File: config.mk
export PLATFORM = sky130hd
export DESIGN_NAME = signed_comb
export DESIGN_NICKNAME = d
export VERILOG_FILES = /design/src/rtl/dsp_bb_pkg.sv /design/src/rtl/sample_delay_line.sv /design/src/rtl/signed_comb.sv
export SDC_FILE = /design/constraint.sdc
export NUM_CORES = 1
export LEC_CHECK = 0
export CORE_UTILIZATION = 47
export CTS_CLUSTER_SIZE = 20
export DETAILED_ROUTE_END_ITERATION = 16
export GPL_TIMING_DRIVEN = 0
export PLACE_DENSITY_LB_ADDON = 0.05
export SETUP_SLACK_MARGIN = 0.5
export SLEW_MARGIN = 20
export SYNTH_ARGS = -nofsm -noshare
export SYNTH_HDL_FRONTEND = slang
export SYNTH_SLANG_ARGS = --single-unit
File: constraint.sdc
create_clock -name i_clk -period 2.7 [get_ports i_clk]
set_input_delay 0.81 -clock i_clk [delete_from_list [all_inputs] [get_ports i_clk]]
set_output_delay 0.81 -clock i_clk [all_outputs]
set_load 0.05 [all_outputs]
File: src/rtl/dsp_bb_pkg.sv
// Shared DSP building-block helpers: constant log2 for pointer/counter widths
// and a width-parameterised signed clip reused by the saturating blocks.
package dsp_bb_pkg;

  function automatic int clog2(input int v);
    int r;
    int x;
    r = 0;
    x = v - 1;
    while (x > 0) begin
      r++;
      x = x >> 1;
    end
    return r;
  endfunction

  // Clips v into the signed range of a w-bit two's complement word.
  function automatic logic signed [63:0] sat_signed(input logic signed [63:0] v,
                                                     input int w);
    logic signed [63:0] hi;
    logic signed [63:0] lo;
    hi = (64'sd1 <<< (w - 1)) - 64'sd1;
    lo = -(64'sd1 <<< (w - 1));
    if (v > hi) return hi;
    if (v < lo) return lo;
    return v;
  endfunction

endpackage

File: src/rtl/sample_delay_line.sv
// DELAY-sample circular history for the comb stage; returns x[n-DELAY]
// combinationally (zero until primed) and tracks the fill state.
module sample_delay_line
  import dsp_bb_pkg::*;
#(
  parameter int IWIDTH = 16,
  parameter int DELAY  = 1
) (
  input  logic                     i_clk,
  input  logic                     i_rst_n,
  input  logic                     i_valid,
  input  logic signed [IWIDTH-1:0] i_data,
  output logic signed [IWIDTH-1:0] o_old,
  output logic                     o_primed
);

  localparam int PW    = (DELAY > 1) ? clog2(DELAY) : 1;
  localparam int DEPTH = 1 << PW;
  localparam int CW    = clog2(DELAY + 1);
  localparam logic [PW-1:0] LAST = PW'(DELAY - 1);
  localparam logic [CW-1:0] FULL = CW'(DELAY);

  // Power-of-two depth keeps the pointer width matched to the index range.
  logic signed [IWIDTH-1:0] r_buf [DEPTH];
  logic [PW-1:0]            r_wptr;
  logic [CW-1:0]            r_cnt;
  logic                     r_primed;
  logic signed [IWIDTH-1:0] w_rd;

  always_ff @(posedge i_clk) begin
    if (!i_rst_n) begin
      r_wptr   <= '0;
      r_cnt    <= '0;
      r_primed <= 1'b0;
    end else if (i_valid) begin
      r_wptr <= (r_wptr == LAST) ? '0 : r_wptr + 1'b1;
      if (r_cnt != FULL) begin
        r_cnt    <= r_cnt + 1'b1;
        r_primed <= (r_cnt == FULL - 1'b1);
      end
    end
  end

  // History is never cleared; priming masks stale entries instead.
  always_ff @(posedge i_clk) begin
    if (i_rst_n && i_valid) r_buf[r_wptr] <= i_data;
  end

  assign w_rd     = r_buf[r_wptr];
  assign o_old    = r_primed ? w_rd : '0;
  assign o_primed = r_primed;

endmodule

File: src/rtl/signed_comb.sv
// Registered signed comb stage y[n] = x[n] - x[n-DELAY] with full bit growth.
// Define SIGNED_COMB_SAT_EN to clip the result back to IWIDTH and add o_sat.
module signed_comb
  import dsp_bb_pkg::*;
#(
  parameter int IWIDTH = 16,
  parameter int DELAY  = 1,
`ifdef SIGNED_COMB_SAT_EN
  localparam int OWIDTH = IWIDTH
`else
  localparam int OWIDTH = IWIDTH + 1
`endif
) (
  input  logic                     i_clk,
  input  logic                     i_rst_n,
  input  logic                     i_valid,
  input  logic signed [IWIDTH-1:0] i_data,
  output logic                     o_valid,
  output logic signed [OWIDTH-1:0] o_data,
  output logic                     o_primed
`ifdef SIGNED_COMB_SAT_EN
  ,
  output logic                     o_sat
`endif
);

  logic signed [IWIDTH-1:0] w_old;
  logic signed [IWIDTH:0]   w_full;
  logic                     r_valid;
  logic signed [OWIDTH-1:0] r_data;

  sample_delay_line #(
    .IWIDTH(IWIDTH),
    .DELAY (DELAY)
  ) u_dly (
    .i_clk   (i_clk),
    .i_rst_n (i_rst_n),
    .i_valid (i_valid),
    .i_data  (i_data),
    .o_old   (w_old),
    .o_primed(o_primed)
  );

  // One guard bit makes the difference exact for any operand pair.
  assign w_full = $signed({i_data[IWIDTH-1], i_data}) - $signed({w_old[IWIDTH-1], w_old});

`ifdef SIGNED_COMB_SAT_EN
  logic signed [63:0] w_ext;
  logic signed [63:0] w_sat;
  logic               r_sat;

  assign w_ext = 64'(w_full);
  assign w_sat = sat_signed(w_ext, IWIDTH);

  always_ff @(posedge i_clk) begin
    if (!i_rst_n) begin
      r_valid <= 1'b0;
      r_data  <= '0;
      r_sat   <= 1'b0;
    end else begin
      r_valid <= i_valid;
      r_sat   <= i_valid && (w_sat != w_ext);
      if (i_valid) r_data <= w_sat[OWIDTH-1:0];
    end
  end

  assign o_sat = r_sat;
`else
  always_ff @(posedge i_clk) begin
    if (!i_rst_n) begin
      r_valid <= 1'b0;
      r_data  <= '0;
    end else begin
      r_valid <= i_valid;
      if (i_valid) r_data <= w_full;
    end
  end
`endif

  assign o_valid = r_valid;
  assign o_data  = r_data;

endmodule

Yosys cells after proc, flatten, opt, wreduce, memory -nomap -nowiden. Memories as Yosys holds them, arrays and structs flattened. A register that Yosys moved wholly into a read port is not among the register bits. Cells that the tools add are included.

Output and inout port bits: 19. Input port bits: 19. Bits in registers: 21. Memory bits (writable): 32. Memories: 1.

Multiplexer cells: 7. Reduce and logical (&&, ||, !) cells: 2. Bitwise operators: 1. $add $sub $neg: 3.

Memories: u_dly.r_buf (depth 2, bits a word 16, rd ports 1, clocked after Yosys merged registers in 1, wr ports 1, RTL line sample_delay_line.sv:24) `logic signed [IWIDTH-1:0] r_buf [DEPTH];`.

Operators with widths (number): 16-bit by 16-bit subtractor with 17-bit output (1); 16-bit 2-to-1 mux (1); 1-bit 2-to-1 mux (6); 1-bit adder, second input constant (2); 2-bit AND reduction (1); 1-bit logical AND (1); 1-bit NOT (1).

Depth between registers and ports, before layout.
Depth in word-level cells: 4. Mapped depth: 10. Mapped depth without buffers: 9.

By module. From an unflattened synthesis, not the netlist that was laid out.

Cells, all modules: 224. Area total of the unflattened synthesis: 2154.6 um^2.

Modules (own cells, without submodules): signed_comb (area each 1480.2 um^2, times used 1, cells each 185); sample_delay_line (area each 674.4 um^2, times used 1, cells each 39).

Least setup slack after synthesis. OpenSTA, ideal clock, no wires.

Path kind: register -> register. From: register u_dly.r_primed (netlist: u_dly.o_primed). To: register r_data[15] (netlist: o_data[15]). Data arrival time: 2.781 ns. Library setup time: 0.063 ns. Buffers on the path: 2. Cell stages (with the launch flop): 11. Setup slack: -0.144 ns. Cells stage by stage: dfxtp_1 clkbuf_1 clkbuf_1 nand2_1 ha_1 a21o_1 a21oi_2 nor3_1 or3_1 or3_1 nand3_1.

Cells in the longest elaborated chain, start to end: 2.

Ends and longest elaborated chain: from (decl) (RTL line sample_delay_line.sv:27) `logic r_primed;`; from (signal assigned) (RTL line sample_delay_line.sv:39) `r_primed <= (r_cnt == FULL - 1'b1);`; 16-bit 2-to-1 mux (RTL line sample_delay_line.sv:50) `assign o_old = r_primed ? w_rd : '0;`; 16-bit by 16-bit subtractor with 17-bit output (RTL line signed_comb.sv:45) `assign w_full = $signed({i_data[IWIDTH-1], i_data}) - $signed({w_old[IWIDTH-1], w_old});`; to (signal assigned) (RTL line signed_comb.sv:75) `if (i_valid) r_data <= w_full;`; to (decl) (RTL line signed_comb.sv:30) `logic signed [OWIDTH-1:0] r_data;`.

No other way between the ends. A chain may end at the register's enable or synchronous reset.

Final worst setup path.
From: register u_dly.r_primed (netlist: u_dly.o_primed). To: register r_data[12] (netlist: o_data[12]).

Same word-level chain as after synthesis.

==> summary.md <==
| Metric | Value |
|---|---|
| Slew at the pin closest to its max-slew limit | `between 500 and 600 ps` |
| Die Area | `approximately 4500 sq um` |
| Final Cycle Share | `a little over four fifths` |
| Hold Slack | `468.5 ps` |
| Peak supply drop | `~0.00034 V` |
| IO Count | `38` |
| Max frequency | `roughly 440 MHz` |
| Worst Hold Class | `reg -> reg` |
| Main synth FF type | `dfxtp_1` |
| Largest cells by area after synthesis | `edfxtp_1 24%, dfxtp_1 20%, ha_1 10%, nand2_1 4.9%, xnor2_1 3.1%` |
| Initial antenna violation count | `0` |
| Seq. cell area | `a little under 900 sq um` |
| Number of synthesized flops with an enable pin | `16` |
| Met3 usage in global routing | `6.336%` |
| Critical path startpoint category | `flip-flop` |
| Clock power frac | `between 20 and 25%` |
| Antenna Violating Nets Remaining | `0` |
| Internal | `1.086 mW` |
| Largest stage delay, worst path | `around 360 ps` |
| Adder-Cell Fraction of Synth Area | `between 10% and 20%` |
| Final Skew | `a little over 10 ps` |
| Synth Instances | `202` |
| Static leakage power | `1.232 nW` |
| Distinct cell type count after synthesis | `44` |
| Cells along the critical path | `clkbuf_16 -> and2_4 -> ha_4 -> fa_2 -> nor2b_4 -> o31ai_4 -> a211oi_4 -> a31oi_1 -> mux2i_1 -> a31o_1` |
| TritonCTS Buffers | `5` |
| Routed WL | `approximately 5.6 mm` |
| Yosys reg bits | `36` |
| RSZ-0062 raised after global routing | `true` |
| Fin util | `between 70% and 80%` |
| Net Sw Power | `~580 uW` |
| Final setup fails | `0` |
| Die Span X | `approximately 67 um` |
| Largest net degree at the start of global routing | `18` |
| Crit path launch | `u_dly.o_primed` |
| Mux contribution to synthesized area | `under 10%` |
| Power share of the sequential group | `between 30% and 40%` |
| Wire length per cell | `17.95 um` |
| Detailed placement HPWL | `3.597 mm` |
| Fraction of layout cells with a size suffix above 1 | `30.92%` |
| Share of the synthesized area in the top cell type | `roughly a quarter` |
| Top cells by count, synth | `26 x nand2_1, 20 x dfxtp_1, 16 x edfxtp_1, 16 x ha_1, 12 x nor2_1` |
| Total gr overflow | `0` |
| Initial core utilization | `49.41%` |
| Hold Path Origin | `o_data[13]` |
| Vias | `1792` |
| Sw Ratio | `34.67%` |
| First-pass GRT wire length | `between 8 and 9 mm` |
| Final net count | `between 200 and 300` |
| Dominant cell type by area after synthesis | `edfxtp_1` |
| Comb power frac | `between 30 and 40%` |
| Synth Area in Compound Gates | `around 18%` |
| Simple-gate area share of the yosys netlist | `15.40%` |
| P per Cell Area | `between 500 and 600 nW/um^2` |
| Root buf cell | `clkbuf_8` |
| Fillers | `approximately 270` |
| Status | `finished clean` |
| Reg clk slew, reported paths | `60 ps` |
| DR vias/cell | `5.744` |
| Slowest library cell on the worst path | `fa_2` |
| Synth Cell Area | `between 1500 and 2000 sq um` |
| Die Y | `67.08 um` |
| Iter 0 DRT Violations | `106` |
| Synth-to-Final Area Change | `52.23%` |
| Total GRT Usage | `roughly a quarter` |
| GR peak layer | `met2` |
| WP data required | `between 2000 and 3000 ps` |
| Multi-input logic area | `between 1000 and 1500 sq um` |
| Async S/R FF share, synth | `0%` |
| Crit Path Category | `reg -> reg` |
| Site Rows | `23` |
| First-pass iteration count of the detailed router | `4` |
| Sequential area share after synthesis | `44.25%` |
| Synth Area in XOR/XNOR | `approximately 4.4%` |
| Hold Vio Cnt, Final | `0` |
| Slew Limit Fails | `0` |
| Synth Area per Inst | `9.855 sq um` |
| Clk_lat worst skew | `around 300 ps` |
| RR Startpoint | `u_dly.o_primed` |
| YS warnings | `0` |
| PortBufs | `36` |
| Period minus WS final | `between 2000 and 2500 ps` |
| CP Max Fanout | `7` |
| Number of H-tree levels | `2` |
| Largest family of logic cells by synthesized area | `compound AO/OA/AOI/OAI gates` |
| Number of global-route vias before repair | `between 1500 and 2000` |
| Met1 GRT Util | `between 30% and 40%` |
| Max Cap Violations | `0` |
| Syn nets | `238` |
| Clk buf depth | `2` |
| Worst Setup End Kind | `flip-flop` |
| Rel. slew slack | `roughly two thirds` |
| Core Area | `roughly 4000 sq um` |
| Most frequent cell after synthesis | `nand2_1` |
| CTS Sinks | `36` |
| DR DRC count | `0` |
| Antenna Cells | `0` |
| TritonCTS clock tree | `yes` |
| Global routing met2 resource utilization | `between 40 and 50%` |
| GP Congestion | `~0.8` |
| Crit path arrival time | `about 2500 ps` |
==> area by class of cell <==
class | count | area share, %
multi-input combinational | 148 | 46.08
sequential | 36 | 29.19
timing repair buffer | 52 | 14.82
buffer | 8 | 3.262
clock buffer | 8 | 2.973
tap | 50 | 2.064
inverter | 10 | 1.610
==> cells in the final DEF (no fill, tap or decap), types with 3 or more instances in the layout <==
cell	netlist	routed
dfxtp_1	20	19
mux2i_1	5	5
buf_6	3	6
nor3_1	6	5
clkbuf_1	4	4
nor2_1	12	12
nand2_1	26	22
xnor2_2	0	3
inv_1	10	8
a21oi_1	9	5
xnor2_1	7	4
nand3_1	8	8
dlygate4sd2_1	0	28
ha_4	0	13
o21a_1	7	7
buf_4	1	15
a21o_1	3	3
o21ai_1	5	5
clkbuf_8	0	6
edfxtp_1	16	16
a21oi_2	1	4
o21ai_0	4	3
==> logic make-up (layout without fill, tap and decap cells) <==
group	Yosys count	after routing
fa+ha+maj	17	17
flops	36	36
simple gates	66	66
xor+xnor	10	10
buf+inv	18	78
mux	5	5
compound gates	50	50
==> per-stage QoR <==
stage               setup WS, ps  cells  instance area (sq um)  power [mW]  setup TNS, ps
floorplan                  327.2    202                   2052      0.9780              0
global placement          -500.8    288                   2475       1.115          -3514
detailed placement        -543.2    288                   2475       1.129          -4315
CTS                        403.3    306                   2858       1.595              0
global route               342.7    312                   3030       1.723              0
finish                     413.0    312                   3030       1.662              0
==> final timing paths <==
path	slack, ps	cells after the start	end
worst max-delay path	410	10	o_data[12]
worst min-delay path	470	2	o_data[13]
worst max register to register	410	10	o_data[12]
worst min register to register	470	2	o_data[13]
==> timing repair <==
action                     CTS  global route
setup buffers               10             6
gates resized for setup     86            25
hold buffers                 0             0
setup endpoints to repair   50            26
pin swaps                   19            24
==> power groups by stage <==
stage / Sequential, mW / Clock [mW] / Combinational (mW)
floorplan: 0.750 / 0 / 0.228
global placement: 0.649 / 0 / 0.465
detailed placement: 0.652 / 0 / 0.476
CTS: 0.640 / 0.413 / 0.542
global route: 0.646 / 0.433 / 0.644
finish: 0.641 / 0.411 / 0.610
==> metal layers <==
layer  vias to the layer above  routed length (um)
li1                        855                   -
met1                       873                2443
met2                        57                2841
met3                         7                 237
met4                         0                  78
met5                         -                   0
==> worst max-delay path, delay by kind of cell (launching register included) <==
family	cells	cell delay, ps
buf+inv	1	160
simple gates	2	310
flops	1	350
mux	1	160
compound gates	4	680
fa+ha+maj	2	520
==> state kept, by name (all words and copies together), names as in the netlist <==
register and cells:
u_dly.o_primed 1, o_data 17, u_dly.r_cnt 1, o_valid 1, u_dly.r_buf 16
No activity file was read; power rests on OpenSTA's default activity.
